===== config.mk =====
export PLATFORM = sky130hd
export DESIGN_NAME = packet_buffer_read_arbiter_flat
export DESIGN_NICKNAME = d
export VERILOG_FILES = /design/src/rtl/packet_buffer_read_arbiter_if.sv /design/src/rtl/packet_buffer_read_arbiter.sv /design/src/flat_wrapper.sv
export SDC_FILE = /design/constraint.sdc
export NUM_CORES = 1
export LEC_CHECK = 0
export CAP_MARGIN = 10
export CORE_AREA = 10 10 124 126
export CTS_BUF_LIST = sky130_fd_sc_hd__clkbuf_4 sky130_fd_sc_hd__clkbuf_8
export CTS_CLUSTER_DIAMETER = 80
export DETAILED_ROUTE_END_ITERATION = 16
export DIE_AREA = 0 0 134 136
export PLACE_DENSITY = 0.93
export SYNTH_ARGS = -nofsm -noshare
export SYNTH_HDL_FRONTEND = slang
export SYNTH_SLANG_ARGS = --single-unit

===== constraint.sdc =====
create_clock -name clk_i -period 5 [get_ports clk_i]
set_clock_uncertainty 0.05 [all_clocks]
set_input_delay 1 -clock clk_i [delete_from_list [all_inputs] [get_ports clk_i]]
set_output_delay 1 -clock clk_i [all_outputs]
set_load 0.005 [all_outputs]

===== src/rtl/packet_buffer_read_arbiter_if.sv =====
// packet_buffer_read_arbiter_if: lane-side FIFO read ports and output stream of the packet buffer read arbiter.
interface packet_buffer_read_arbiter_if #(
    parameter int NUM_LANES             = 4,
    parameter int AXI_WIDTH             = 64,
    parameter int LANE_SELECT_IDX_WIDTH = 2
);
    logic                             lane_valid_i [NUM_LANES];
    logic [AXI_WIDTH-1:0]             lane_data_i  [NUM_LANES];
    logic                             lane_last_i  [NUM_LANES];
    logic                             lane_ready_o [NUM_LANES];
    logic                             out_valid_o;
    logic [AXI_WIDTH-1:0]             out_data_o;
    logic                             out_last_o;
    logic [LANE_SELECT_IDX_WIDTH-1:0] out_lane_o;
    logic                             out_ready_i;
    logic                             err_o;

    modport master (
        input  lane_valid_i, lane_data_i, lane_last_i, out_ready_i,
        output lane_ready_o, out_valid_o, out_data_o, out_last_o, out_lane_o, err_o
    );

    modport slave (
        output lane_valid_i, lane_data_i, lane_last_i, out_ready_i,
        input  lane_ready_o, out_valid_o, out_data_o, out_last_o, out_lane_o, err_o
    );
endinterface


===== src/rtl/packet_buffer_read_arbiter.sv =====
// packet_buffer_read_arbiter: packet-atomic round-robin arbiter over per-lane FIFOs with a registered output stage.
// Optional overlength check compiled in with PACKET_BUFFER_READ_ARB_LEN_CHECK_EN.
module packet_buffer_read_arbiter #(
    parameter int NUM_LANES             = 4,
    parameter int AXI_WIDTH             = 64,
    parameter int LANE_SELECT_IDX_WIDTH = 2,
    parameter int MAX_PACKET_BEATS      = 192
) (
    input  logic                        clk_i,
    input  logic                        rst_i,
    packet_buffer_read_arbiter_if.master bus
);
    localparam int IW = LANE_SELECT_IDX_WIDTH;

    typedef enum logic {IDLE, XFER} state_t;

    if (IW < $clog2(NUM_LANES) || MAX_PACKET_BEATS < 1) begin : g_bad_cfg
        $error("packet_buffer_read_arbiter: invalid lane index width or packet length limit");
    end

    state_t               state_q, state_d;
    logic [IW-1:0]        grant_q, grant_d, last_grant_q, last_grant_d, pick;
    logic                 out_valid_q, out_valid_d, out_last_q, out_last_d;
    logic [AXI_WIDTH-1:0] out_data_q, out_data_d;
    logic [IW-1:0]        out_lane_q, out_lane_d;
    logic                 load_en, found, accept, beat_last, end_pkt;

    assign load_en   = !out_valid_q || bus.out_ready_i;
    assign accept    = state_q == XFER && bus.lane_valid_i[grant_q] && load_en;
    assign beat_last = bus.lane_last_i[grant_q];

`ifdef PACKET_BUFFER_READ_ARB_LEN_CHECK_EN
    localparam int CW = $clog2(MAX_PACKET_BEATS + 1);
    logic [CW-1:0] cnt_q, cnt_d;
    logic          err_q, err_d, overlong;

    // The limit-th beat without last closes the packet; the remainder re-arbitrates as a new packet.
    assign overlong = accept && !beat_last && cnt_q == CW'(MAX_PACKET_BEATS - 1);
    assign end_pkt  = accept && (beat_last || overlong);
    assign cnt_d    = state_q == IDLE ? '0 : (accept ? cnt_q + CW'(1) : cnt_q);
    assign err_d    = err_q || overlong;
    assign bus.err_o = err_q;

    always_ff @(posedge clk_i or posedge rst_i) begin
        if (rst_i) begin
            cnt_q <= '0;
            err_q <= 1'b0;
        end else begin
            cnt_q <= cnt_d;
            err_q <= err_d;
        end
    end
`else
    assign end_pkt   = accept && beat_last;
    assign bus.err_o = 1'b0;
`endif

    // Rotating search starting just after the last lane that completed a packet.
    always_comb begin
        found = 1'b0;
        pick  = '0;
        for (int i = 1; i <= NUM_LANES; i++) begin
            if (!found && bus.lane_valid_i[(int'(last_grant_q) + i) % NUM_LANES]) begin
                found = 1'b1;
                pick  = IW'((int'(last_grant_q) + i) % NUM_LANES);
            end
        end
    end

    always_comb begin
        for (int l = 0; l < NUM_LANES; l++)
            bus.lane_ready_o[l] = state_q == XFER && grant_q == IW'(l) && load_en;
    end

    always_comb begin
        state_d      = state_q;
        grant_d      = grant_q;
        last_grant_d = last_grant_q;
        if (state_q == IDLE && found) begin
            state_d = XFER;
            grant_d = pick;
        end
        if (end_pkt) begin
            state_d      = IDLE;
            last_grant_d = grant_q;
        end
        out_valid_d = accept ? 1'b1 : (bus.out_ready_i ? 1'b0 : out_valid_q);
        out_data_d  = accept ? bus.lane_data_i[grant_q] : out_data_q;
        out_last_d  = accept ? end_pkt : out_last_q;
        out_lane_d  = accept ? grant_q : out_lane_q;
    end

    always_ff @(posedge clk_i or posedge rst_i) begin
        if (rst_i) begin
            state_q      <= IDLE;
            grant_q      <= '0;
            last_grant_q <= IW'(NUM_LANES - 1);
            out_valid_q  <= 1'b0;
            out_data_q   <= '0;
            out_last_q   <= 1'b0;
            out_lane_q   <= '0;
        end else begin
            state_q      <= state_d;
            grant_q      <= grant_d;
            last_grant_q <= last_grant_d;
            out_valid_q  <= out_valid_d;
            out_data_q   <= out_data_d;
            out_last_q   <= out_last_d;
            out_lane_q   <= out_lane_d;
        end
    end

    assign bus.out_valid_o = out_valid_q;
    assign bus.out_data_o  = out_data_q;
    assign bus.out_last_o  = out_last_q;
    assign bus.out_lane_o  = out_lane_q;
endmodule


===== src/flat_wrapper.sv =====
// flat-port wrapper written by rule: the top's interface ports become plain ports
module packet_buffer_read_arbiter_flat 
#(
    parameter int NUM_LANES             = 4,
    parameter int AXI_WIDTH             = 64,
    parameter int LANE_SELECT_IDX_WIDTH = 2,
    parameter int MAX_PACKET_BEATS      = 192
)
  (clk_i, rst_i, bus_lane_valid_i, bus_lane_data_i, bus_lane_last_i, bus_out_ready_i, bus_lane_ready_o, bus_out_valid_o, bus_out_data_o, bus_out_last_o, bus_out_lane_o, bus_err_o);
  packet_buffer_read_arbiter_if #(.NUM_LANES(NUM_LANES), .AXI_WIDTH(AXI_WIDTH), .LANE_SELECT_IDX_WIDTH(LANE_SELECT_IDX_WIDTH)) bus_i ();
  input  logic clk_i;
  input  logic rst_i;
  input wire logic [$bits(bus_i.lane_valid_i)-1:0] bus_lane_valid_i;
  input wire logic [$bits(bus_i.lane_data_i)-1:0] bus_lane_data_i;
  input wire logic [$bits(bus_i.lane_last_i)-1:0] bus_lane_last_i;
  input wire logic [$bits(bus_i.out_ready_i)-1:0] bus_out_ready_i;
  output wire logic [$bits(bus_i.lane_ready_o)-1:0] bus_lane_ready_o;
  output wire logic [$bits(bus_i.out_valid_o)-1:0] bus_out_valid_o;
  output wire logic [$bits(bus_i.out_data_o)-1:0] bus_out_data_o;
  output wire logic [$bits(bus_i.out_last_o)-1:0] bus_out_last_o;
  output wire logic [$bits(bus_i.out_lane_o)-1:0] bus_out_lane_o;
  output wire logic [$bits(bus_i.err_o)-1:0] bus_err_o;
  assign bus_i.lane_valid_i = {>>{bus_lane_valid_i}};
  assign bus_i.lane_data_i = {>>{bus_lane_data_i}};
  assign bus_i.lane_last_i = {>>{bus_lane_last_i}};
  assign bus_i.out_ready_i = bus_out_ready_i;
  assign bus_lane_ready_o = {>>{bus_i.lane_ready_o}};
  assign bus_out_valid_o = bus_i.out_valid_o;
  assign bus_out_data_o = bus_i.out_data_o;
  assign bus_out_last_o = bus_i.out_last_o;
  assign bus_out_lane_o = bus_i.out_lane_o;
  assign bus_err_o = bus_i.err_o;
  packet_buffer_read_arbiter #(.NUM_LANES(NUM_LANES), .AXI_WIDTH(AXI_WIDTH), .LANE_SELECT_IDX_WIDTH(LANE_SELECT_IDX_WIDTH), .MAX_PACKET_BEATS(MAX_PACKET_BEATS)) u_core (.clk_i(clk_i), .rst_i(rst_i), .bus(bus_i));
endmodule

==> results.txt, run 1 <==
----------------------------------------------------
[Run status]
  Outcome ... finished, final reports clean

[Final layout]
  Final #Nets ... 865
  Fill count ... 991
  P&R area growth vs syn ... 81.37%
  Sequential cell area ... 1834 µm²
  Antenna Diode Count ... 0
  Share of layout cells above drive strength 1 ... 20.40%
  Post-layout util ... 62.87%
  Area occupied by multi-input gates ... approximately 2500 µm²

[Global routing]
  Pin count of the biggest net entering global routing ... 67
  Routing usage on met1 ... 19.44%
  Antenna violations before repair ... 0
  Busiest metal layer after global routing ... met2
  Global-route congestion overflow total ... 0
  Met2 track demand over resource ... 37.31%
  Total global-route track usage ... 19.61%
  Global-route wire length before repair ... roughly 27000 µm
  Met3 GRT Util ... 7.675%
  Number of global-route vias before repair ... between 4000 and 5000

[Drt]
  Post-Route WL ... 18510 µm
  Detailed-route via count ... 3951
  Drt wl/cell ... 23.76 µm
  Post-route DRC violation count ... 0
  First-pass iteration count of the detailed router ... 4
  Antenna violation net count after detailed routing ... 0
  Routed via count divided by cell count ... between 5 and 6
  Detailed Route Iter0 Violations ... about 120

[Logic synthesis]
  Post-synth top area share ... 39.49%
  Syn Area/Cell ... 16.60 µm²
  Biggest area contributors in the synthesized netlist ... sky130_fd_sc_hd__dfrtp_1 39%, sky130_fd_sc_hd__mux4_2 33%, sky130_fd_sc_hd__mux2_1 9.8%
  Synthesized net count ... around 540
  Post-synthesis cell type with the largest combined area ... sky130_fd_sc_hd__dfrtp_1
  Fraction of registers with async set or reset after synthesis ... 100.0%
  Library cells used by synthesis ... 31
  Cell area after synthesis ... 4499 µm²
  Dominant synthesized flop cell ... sky130_fd_sc_hd__dfrtp_1
  Count of warnings emitted by yosys ... 0
  Count leader, synth ... sky130_fd_sc_hd__dfrtp_1
  Register bit total from synthesis ... 73
  Register area share after synthesis ... 40.66%
  Commonest cells in the netlist ... 71 x sky130_fd_sc_hd__dfrtp_1, 66 x sky130_fd_sc_hd__mux4_2, 39 x sky130_fd_sc_hd__mux2_1, 30 x sky130_fd_sc_hd__mux2_2
  Number of flops mapped to enable cells by yosys ... 0
  Cell count after synthesis ... roughly 270

[STA]
  Achievable frequency ... ~0.27 GHz
  Final critical-path required period ... 3656 ps
  Final max-slew violation count ... 0
  Final period utilization ... 73.12%
  Setup tns final ... 0 ps
  Unrepaired setup endpoints after global routing ... false
  Pin slew with the least headroom to its limit ... 980.0 ps
  Hold violation total from the final report ... 0
  Worst-case headroom to the max-slew limit ... between 30 and 40%
  Setup violation total in the final timing report ... 0

[Floorplan]
  Placeable Area ... about 13000 µm²
  X dimension of the die ... 134 µm
  Height of the die ... between 100 and 150 µm
  Number of cell rows ... between 40 and 50
  IO Count ... 340
  Starting density of the core ... 34.66%
  Die Area ... 18220 µm²

[Clock network]
  Clock tree from TritonCTS ... yes
  Hold buffer count at CTS ... 0
  Number of levels in the clock H-tree ... 3
  Source-to-sink clock delay at the later pin of the worst-skew pair ... 340 ps
  Clock transition at the register clock pins on the worst setup and hold paths after CTS ... 80 ps
  Clock buffers created by TritonCTS ... 9
  Buffer count from post-CTS setup fixing ... 0
  Maximum clock insertion buffer count ... 2
  # clock sinks ... 73
  CTS Root Buffer Type ... sky130_fd_sc_hd__clkbuf_8
  Post-cts gate resize count ... 0

[Power]
  Lkg Pwr ... 3.111 nW
  IR drop worst, VDD ... 0.3447 mV
  Power density over cell area ... 489.2 nW/µm²

[Placement]
  Detail Placement HPWL ... 15610 µm
  Placer's final routability congestion estimate ... 0.8403
  Total of buffers placed on input and output ports ... 338

[Worst setup path]
  Type of origin of the critical path ... input port
  Maximum fanout count along the critical path ... 7
  Path type of the worst setup path ... input port to primary output
  CP peak stage delay ... around 540 ps
  WP data arrival ... approximately 2600 ps
  Required time of the critical path ... 3950 ps
  Ordered list of cells on the worst path ... clkdlybuf4s50_1 > nand2b_1 > nand2_1 > nor3_1 > clkdlybuf4s50_1
  Slowest-stage cell, CP ... sky130_fd_sc_hd__clkdlybuf4s50_1
  Dominant cell type by count on the critical path ... sky130_fd_sc_hd__clkdlybuf4s50_1
  Critical Path Sink Type ... primary output

[Worst hold path]
  Path type of the worst min-delay path ... register to register

[Run]
  Maximum capacitance violations ... 0

----------------------------------------------------
[cells in the final DEF, fill, tap and decap left out, drive strengths merged, types with 4 or more instances in the layout]
master	count
clkdlybuf4s50	338
dfrtp	71
mux2	69
mux4	66
clkbuf	14
nor2	7
nand2	4
[sequential cells by signal (all words and copies together), names as in the netlist]
signal,count
u_core.state_q,1
u_core.bus.out_data_o,64
u_core.last_grant_q,2
u_core.bus.out_lane_o,2
u_core.bus.out_valid_o,1
u_core.grant_q,2
u_core.bus.out_last_o,1
[worst max-delay path, delay by kind of cell]
family        cells  cell delay, ps
simple gates      3             620
buf+inv           2             990
[cell families after synthesis]
| logic type | Yosys count | synth area share, % |
|---|---|---|
| muxes | 135 | 50.31 |
| DFF | 73 | 40.66 |
| buffers and inverters | 28 | 4.561 |
| and+or+nand+nor | 23 | 2.559 |
| AOI/OAI and AO/OA | 11 | 1.836 |
| other | 1 | 0.08335 |
[cell type report]
class | count | share of cell area [%]
clock buffers | 14 | 2.208
clock inverters | 2 | 0.4293
inverters | 3 | 0.1533
multi-input cells | 170 | 30.30
flip-flops and latches | 73 | 22.48
well taps | 176 | 2.699
repair buffers | 341 | 41.74
[routing by layer]
layer	up-vias	wire length [µm]
met3	25	1516
met2	191	10360
met4	0	313
met5	-	0
met1	1993	6317
li1	1742	-
[stage by stage]
step	hold WS (ps)	setup slack (ps)	power (mW)	instances	area, µm²
after global routing	450.3	1220	4.246	779	8160
after floorplan	437.6	2100	2.499	271	4499
after detailed placement	430.8	1366	3.544	763	7945
after global placement	423.1	1384	3.436	763	7945
final	441.7	1344	3.992	779	8160
after CTS	447.0	1333	4.053	779	8160
[worst paths after layout]
check	from	endpoint	slack (ps)	cells after the start
max in group asynchronous	rst_i	u_core.bus.out_data_o[40]	2920	3
hold / removal	u_core.bus.out_data_o[58]	u_core.bus.out_data_o[58]	440	1
min in group asynchronous	rst_i	u_core.bus.out_data_o[33]	1020	2
setup reg to reg	u_core.grant_q[1]	u_core.bus.out_data_o[22]	2010	3
setup / recovery	bus_out_ready_i	bus_lane_ready_o[3]	1340	5
hold reg to reg	u_core.bus.out_data_o[58]	u_core.bus.out_data_o[58]	440	1
[report_power, final]
| group | switching [mW] | total [mW] | internal, mW |
|---|---|---|---|
| registers | 0.302 | 1.22 | 0.915 |
| logic | 0.762 | 2.28 | 1.52 |
| clock network | 0.213 | 0.495 | 0.282 |
No activity file was read; power rests on OpenSTA's default activity.
==> run 2: changes to the inputs <==
Settings changed: CORE_AREA 10 10 124 126 to default, CORE_ASPECT_RATIO from default to 1.5, CORE_MARGIN from default to 10, CORE_UTILIZATION from default to 32, DIE_AREA 0 0 134 136 to default, PLACE_DENSITY 0.93 to 0.9.
Clock period 5 ns to 3.3 ns, I/O delays scaled along.
==> run 2 against run 1 <==
Net effect:
- critical path depth unchanged
- clock-buffer cell count down 3
- clock power up 43%
- register-to-register slack worse by 1100 ps
- global-route usage down 1.9 points
- largest cell class unchanged
- die area up 5.9%
- hold slack worse by 2.7 ps
- flip-flop and latch count unchanged
- via count up 0.58%
- worst setup slack worse by 920 ps
- wire length down 2.1%
==> results.txt, run 2 (synthesis gave the netlist of run 1 again) <==
----------------------------------------------------
[Drt]
  Detailed Route Iter0 Violations ... between 100 and 150
  Detailed-route via count ... 3974
  First-pass iteration count of the detailed router ... 4
  Post-route DRC violation count ... 0
  Drt wl/cell ... 23.47 µm
  Routed via count divided by cell count ... 5.148
  Antenna violation net count after detailed routing ... 0
  Post-Route WL ... between 15000 and 20000 µm

[Global routing]
  Pin count of the biggest net entering global routing ... 54
  Global-route wire length before repair ... 26010 µm
  Antenna violations before repair ... 0
  Number of global-route vias before repair ... roughly 4600
  Global-route congestion overflow total ... 0
  Total global-route track usage ... 17.74%

[Floorplan]
  Die Area ... 19300 µm²
  IO Count ... 340
  Number of cell rows ... 53
  X dimension of the die ... around 120 µm
  Starting density of the core ... 32.31%
  Height of the die ... 165.2 µm
  Placeable Area ... about 14000 µm²

[Run]
  Maximum capacitance violations ... 0

[Power]
  Power density over cell area ... ~740 nW/µm²
  Overall Power ... 6.092 mW
  Lkg Pwr ... 3.130 nW
  IR drop worst, VDD ... ~0.39 mV

[Clock network]
  Maximum clock insertion buffer count ... 2
  Source-to-sink clock delay at the later pin of the worst-skew pair ... 340 ps
  Clock transition at the register clock pins on the worst setup and hold paths after CTS ... 70 ps
  Number of levels in the clock H-tree ... 3
  Clock tree from TritonCTS ... yes
  Post-cts gate resize count ... 0
  CTS Root Buffer Type ... sky130_fd_sc_hd__clkbuf_8
  Buffer count from post-CTS setup fixing ... 0
  Clock buffers created by TritonCTS ... 9
  Hold buffer count at CTS ... 0
  # clock sinks ... 73

[STA]
  Final period utilization ... 87.16%
  Setup violation total in the final timing report ... 0
  Pin slew with the least headroom to its limit ... 732.5 ps
  Final max-slew violation count ... 0
  Unrepaired setup endpoints after global routing ... false
  Achievable frequency ... 0.3477 GHz
  Hold violation total from the final report ... 0
  Final critical-path required period ... 2876 ps
  Worst-case headroom to the max-slew limit ... 51.17%
  Setup tns final ... 0 ps

[Worst setup path]
  WP data arrival ... 2170 ps
  Type of origin of the critical path ... input port
  Maximum fanout count along the critical path ... 3
  Reg-to-reg setup timing slack ... 930 ps
  Reg2reg path depth ... 4
  Reg-to-reg critical path startpoint ... u_core.grant_q[1]
  Critical Path Sink Type ... primary output
  Beginning of the critical path ... bus_out_ready_i
  Reg-to-reg endpoint ... u_core.bus.out_data_o[0]
  Path type of the worst setup path ... input port to primary output
  Required time of the critical path ... 2590 ps

[Final layout]
  P&R area growth vs syn ... 82.23%
  Number of flip-flops in the largest register ... 64
  Antenna Diode Count ... 0
  Top library cells by usage in the layout, fill and taps aside ... 338 x sky130_fd_sc_hd__clkdlybuf4s50_1, 69 x sky130_fd_sc_hd__dfrtp_1, 66 x sky130_fd_sc_hd__mux4_2, 39 x sky130_fd_sc_hd__mux2_1, 30 x sky130_fd_sc_hd__mux2_2
  Commonest non-fill, non-tap cell in the layout ... sky130_fd_sc_hd__clkdlybuf4s50_1
  Final #Nets ... 869
  Share of layout cells above drive strength 1 ... approximately a fifth
  Non-filler cells in the finished layout ... 772

[Placement]
  Placed instance count ... around 760
  Placer's final routability congestion estimate ... approximately 0.89
  Total of buffers placed on input and output ports ... 338
  Detail Placement HPWL ... between 15000 and 20000 µm

[Worst hold path]
  Hold Path End ... u_core.bus.out_data_o[59]
  Path type of the worst min-delay path ... register to register
  Number of cells on the worst hold path ... 1
  Hold_sp ... u_core.bus.out_data_o[59]

[Run status]
  Outcome ... finished, final reports clean

----------------------------------------------------
[run 2: worst max-delay path by stage]
stage | endpoint | cells after the start
3_3_place_gp | bus_lane_ready_o[2] | 5
6_report | bus_lane_ready_o[2] | 5
5_1_grt | bus_lane_ready_o[3] | 5
4_1_cts | bus_lane_ready_o[2] | 5
3_5_place_dp | bus_lane_ready_o[2] | 5
2_1_floorplan | u_core.bus.out_data_o[0] | 1
[run 2: area by class of cell]
| type | count | area, µm² |
|---|---|---|
| fill | 1122 | 5727 |
| timing repair buffer | 345 | 3473 |
| multi-input combinational | 170 | 2472 |
| sequential | 73 | 1834 |
| tap | 165 | 206.4 |
| clock buffer | 11 | 145.1 |
| clock inverter | 5 | 55.05 |
| inverter | 3 | 12.51 |
[run 2: through the flow]
step | setup slack (ps) | cell area, µm² | hold WS [ps] | util [%]
final | 423.6 | 8199 | 439.0 | 58.88
after global routing | 312.4 | 8199 | 460.0 | 58.88
after CTS | 412.3 | 8199 | 446.4 | 58.88
after detailed placement | 431.5 | 7999 | 430.6 | 57.44
after global placement | 431.4 | 7999 | 424.3 | 57.44
after floorplan | 740.0 | 4499 | 437.6 | -
[run 2: metal layers]
layer / GRT usage [%] / part of all wire [%]
met5: 0 / 0
met4: 5.242 / 1.8
met3: 6.941 / 10
met2: 32.55 / 55
met1: 17.89 / 33
[run 2: power breakdown]
group	internal (mW)	switching, mW
registers	1.39	0.390
logic	2.35	1.25
clock network	0.376	0.334
[run 2: worst max-delay path: stages]
cell,delay [ps]
sky130_fd_sc_hd__clkdlybuf4s50_1,450
sky130_fd_sc_hd__nand2b_1,230
sky130_fd_sc_hd__nand2_1,120
sky130_fd_sc_hd__nor3_1,170
sky130_fd_sc_hd__clkdlybuf4s50_1,540
==> run 3: changes to the inputs <==
Settings changed: ABC_AREA from default to 1, ABC_CLOCK_PERIOD_IN_PS from default to 3300, CORE_UTILIZATION 32 to 33, PLACE_DENSITY 0.9 to 0.89.
==> run 3 against run 2 <==
Net effect:
- utilization shrank 2.1 points
- clock power shrank 12%
- total power grew 7.9%
- fmax grew 2.0%
- critical endpoint is now bus_lane_ready_o[3]
- largest cell class unchanged
- largest power group unchanged
==> results.txt, run 3 <==
----------------------------------------------------
[Worst setup path]
  WP data arrival ... 2110 ps
  CP peak stage delay ... 540 ps
  Cell family with most CP delay ... buffers and inverters
  WP buf/inv ... 3
  Required time of the critical path ... 2590 ps
  Slowest-stage cell, CP ... sky130_fd_sc_hd__clkdlybuf4s50_1
  Maximum fanout count along the critical path ... 4
  Critical Path Sink Type ... primary output
  Type of origin of the critical path ... input port
  Dominant cell type by count on the critical path ... sky130_fd_sc_hd__nor2_1
  Path type of the worst setup path ... input port to primary output
  Ordered list of cells on the worst path ... clkdlybuf4s50_1 > nor2_1 > nor2_1 > inv_1 > nor2_1 > clkdlybuf4s50_1

[Logic synthesis]
  Biggest area contributors in the synthesized netlist ... sky130_fd_sc_hd__dfrtp_1 35%, sky130_fd_sc_hd__nand2_1 23%, sky130_fd_sc_hd__nand3_1 20%
  Number of flops mapped to enable cells by yosys ... 0
  Count of warnings emitted by yosys ... 0
  Post-synthesis cell type with the largest combined area ... sky130_fd_sc_hd__dfrtp_1
  Syn Area/Cell ... 6.636 µm²
  Register bit total from synthesis ... 73
  Dominant synthesized flop cell ... sky130_fd_sc_hd__dfrtp_1
  Cell count after synthesis ... ~760
  Synthesized net count ... approximately 1000
  Commonest cells in the netlist ... 302 x sky130_fd_sc_hd__nand2_1, 200 x sky130_fd_sc_hd__nand3_1, 71 x sky130_fd_sc_hd__dfrtp_1, 66 x sky130_fd_sc_hd__nand4_1, 30 x sky130_fd_sc_hd__buf_2
  Count leader, synth ... sky130_fd_sc_hd__nand2_1
  Register area share after synthesis ... 36.51%
  Library cells used by synthesis ... 24
  Post-synth top area share ... 35.46%
  Cell area after synthesis ... 5010 µm²
  Fraction of registers with async set or reset after synthesis ... 100.0%

[Power]
  Clock share of power ... 9.5%
  Lkg Pwr ... 3.727 nW
  Overall Power ... 6.575 mW
  P_sw ... 3.167 mW
  Power density over cell area ... 771.5 nW/µm²
  IR drop worst, VDD ... 0.5507 mV
  Combinational group share of total power ... 64.3%
  Internal power component ... 3.408 mW
  Sequential share of power ... 26.3%
  Sw frac ... 48.17%

[Drt]
  Detailed Route Iter0 Violations ... 398
  Routed via count divided by cell count ... 5.145
  Detailed-route via count ... between 6000 and 7000
  Antenna violation net count after detailed routing ... 0
  Post-route DRC violation count ... 0
  Post-Route WL ... 23540 µm
  Drt wl/cell ... approximately 19 µm
  First-pass iteration count of the detailed router ... 5

[Clock network]
  Post-cts gate resize count ... 0
  Number of levels in the clock H-tree ... 3
  Source-to-sink clock delay at the later pin of the worst-skew pair ... between 300 and 400 ps
  CTS Root Buffer Type ... sky130_fd_sc_hd__clkbuf_8
  Hold buffer count at CTS ... 0
  Clock transition at the register clock pins on the worst setup and hold paths after CTS ... 70 ps
  Buffer count from post-CTS setup fixing ... 0
  Clock tree from TritonCTS ... yes
  # clock sinks ... 73
  Maximum clock insertion buffer count ... 2
  Clock buffers created by TritonCTS ... 9

[Global routing]
  Total global-route track usage ... 21.76%
  Global-route wire length before repair ... 35540 µm
  Pin count of the biggest net entering global routing ... 98
  Number of global-route vias before repair ... 6526
  Antenna violations before repair ... 2
  Global-route congestion overflow total ... 0

[Final layout]
  P&R area growth vs syn ... 70.10%
  Number of flip-flops in the largest register ... 64
  Top library cells by usage in the layout, fill and taps aside ... 338 x sky130_fd_sc_hd__clkdlybuf4s50_1, 302 x sky130_fd_sc_hd__nand2_1, 200 x sky130_fd_sc_hd__nand3_1, 69 x sky130_fd_sc_hd__dfrtp_1, 66 x sky130_fd_sc_hd__nand4_1
  Share of layout cells above drive strength 1 ... 4.087%
  Final #Nets ... 1314
  Commonest non-fill, non-tap cell in the layout ... sky130_fd_sc_hd__clkdlybuf4s50_1
  Post-layout util ... 56.81%
  Non-filler cells in the finished layout ... 1252

[Worst hold path]
  Path type of the worst min-delay path ... register to register

[STA]
  Achievable frequency ... 0.3545 GHz
  Final period utilization ... 85.49%
  Unrepaired setup endpoints after global routing ... false
  Final max-slew violation count ... 0
  Worst-case headroom to the max-slew limit ... between 30% and 40%
  Setup violation total in the final timing report ... 0
  Hold violation total from the final report ... 0
  Setup tns final ... 0 ps
  Pin slew with the least headroom to its limit ... 1000 ps
  Final critical-path required period ... 2821 ps
  Hold WS ... about 430 ps

[Run status]
  Outcome ... finished, final reports clean

[Floorplan]
  Height of the die ... 170.9 µm
  Number of cell rows ... 55
  IO Count ... 340
  Starting density of the core ... 33.39%
  Die Area ... 20610 µm²
  X dimension of the die ... 120.6 µm
  Placeable Area ... 15000 µm²

[Run]
  Maximum capacitance violations ... 0

[Placement]
  Placer's final routability congestion estimate ... 0.9247
  Placed instance count ... 1235
  Detail Placement HPWL ... 17940 µm
  Total of buffers placed on input and output ports ... 338

----------------------------------------------------
run 3: final cells by class:
cell class	count	area, µm²
flip-flops and latches	73	1837
diodes	1	2.502
clock inverters	4	20.02
well taps	199	249.0
multi-input cells	598	2728
inverters	18	76.32
repair buffers	347	3463
fillers	1426	6480
clock buffers	12	146.4
run 3: final timing paths:
check,from,endpoint,slack [ps],cells past startpoint
worst min register to register,u_core.bus.out_data_o[12],u_core.bus.out_data_o[12],430,2
worst max-delay path,bus_out_ready_i,bus_lane_ready_o[3],480,6
worst max register to register,u_core.grant_q[1],u_core.bus.out_data_o[20],680,8
min in group asynchronous,rst_i,u_core.bus.out_data_o[32],670,2
worst min-delay path,u_core.bus.out_data_o[12],u_core.bus.out_data_o[12],430,2
max in group asynchronous,rst_i,u_core.bus.out_data_o[48],1870,3
run 3: power by group through the flow:
stage	Combinational, mW	Clock (mW)	Sequential [mW]
floorplan	2.66	0	1.57
global placement	4.19	0	1.71
finish	4.22	0.622	1.73
detailed placement	4.29	0	1.73
CTS	4.30	0.649	1.72
global route	4.67	0.690	1.78
run 3: worst min-delay path: stages (launching register included):
cell                      delay (ps)
sky130_fd_sc_hd__dfrtp_1         350
sky130_fd_sc_hd__nand2_1          50
sky130_fd_sc_hd__nand2_1          50
run 3: logic make-up (layout without fill, tap and decap cells):
group,Yosys count,count (layout),synth area share (%)
and+or+nand+nor,584,584,52.62
buffers and inverters,84,381,9.141
DFF,73,73,36.51
AOI/OAI and AO/OA,13,13,1.648
other,1,2,0.07485
run 3: stage by stage:
stage / instance area, µm² / setup slack (ps)
floorplan: 5010 / 740.0
CTS: 8519 / 445.0
global placement: 8353 / 563.6
finish: 8522 / 479.0
detailed placement: 8353 / 455.9
global route: 8519 / 385.4
run 3: per-layer routing:
metal / wire length (µm) / track usage [%] / part of all wire (%)
met1: 8858 / 24.20 / 38
met3: 2091 / 7.454 / 8.9
met4: 750 / 8.684 / 3.2
met2: 11830 / 37.13 / 50
met5: 12 / 0 / 0.051
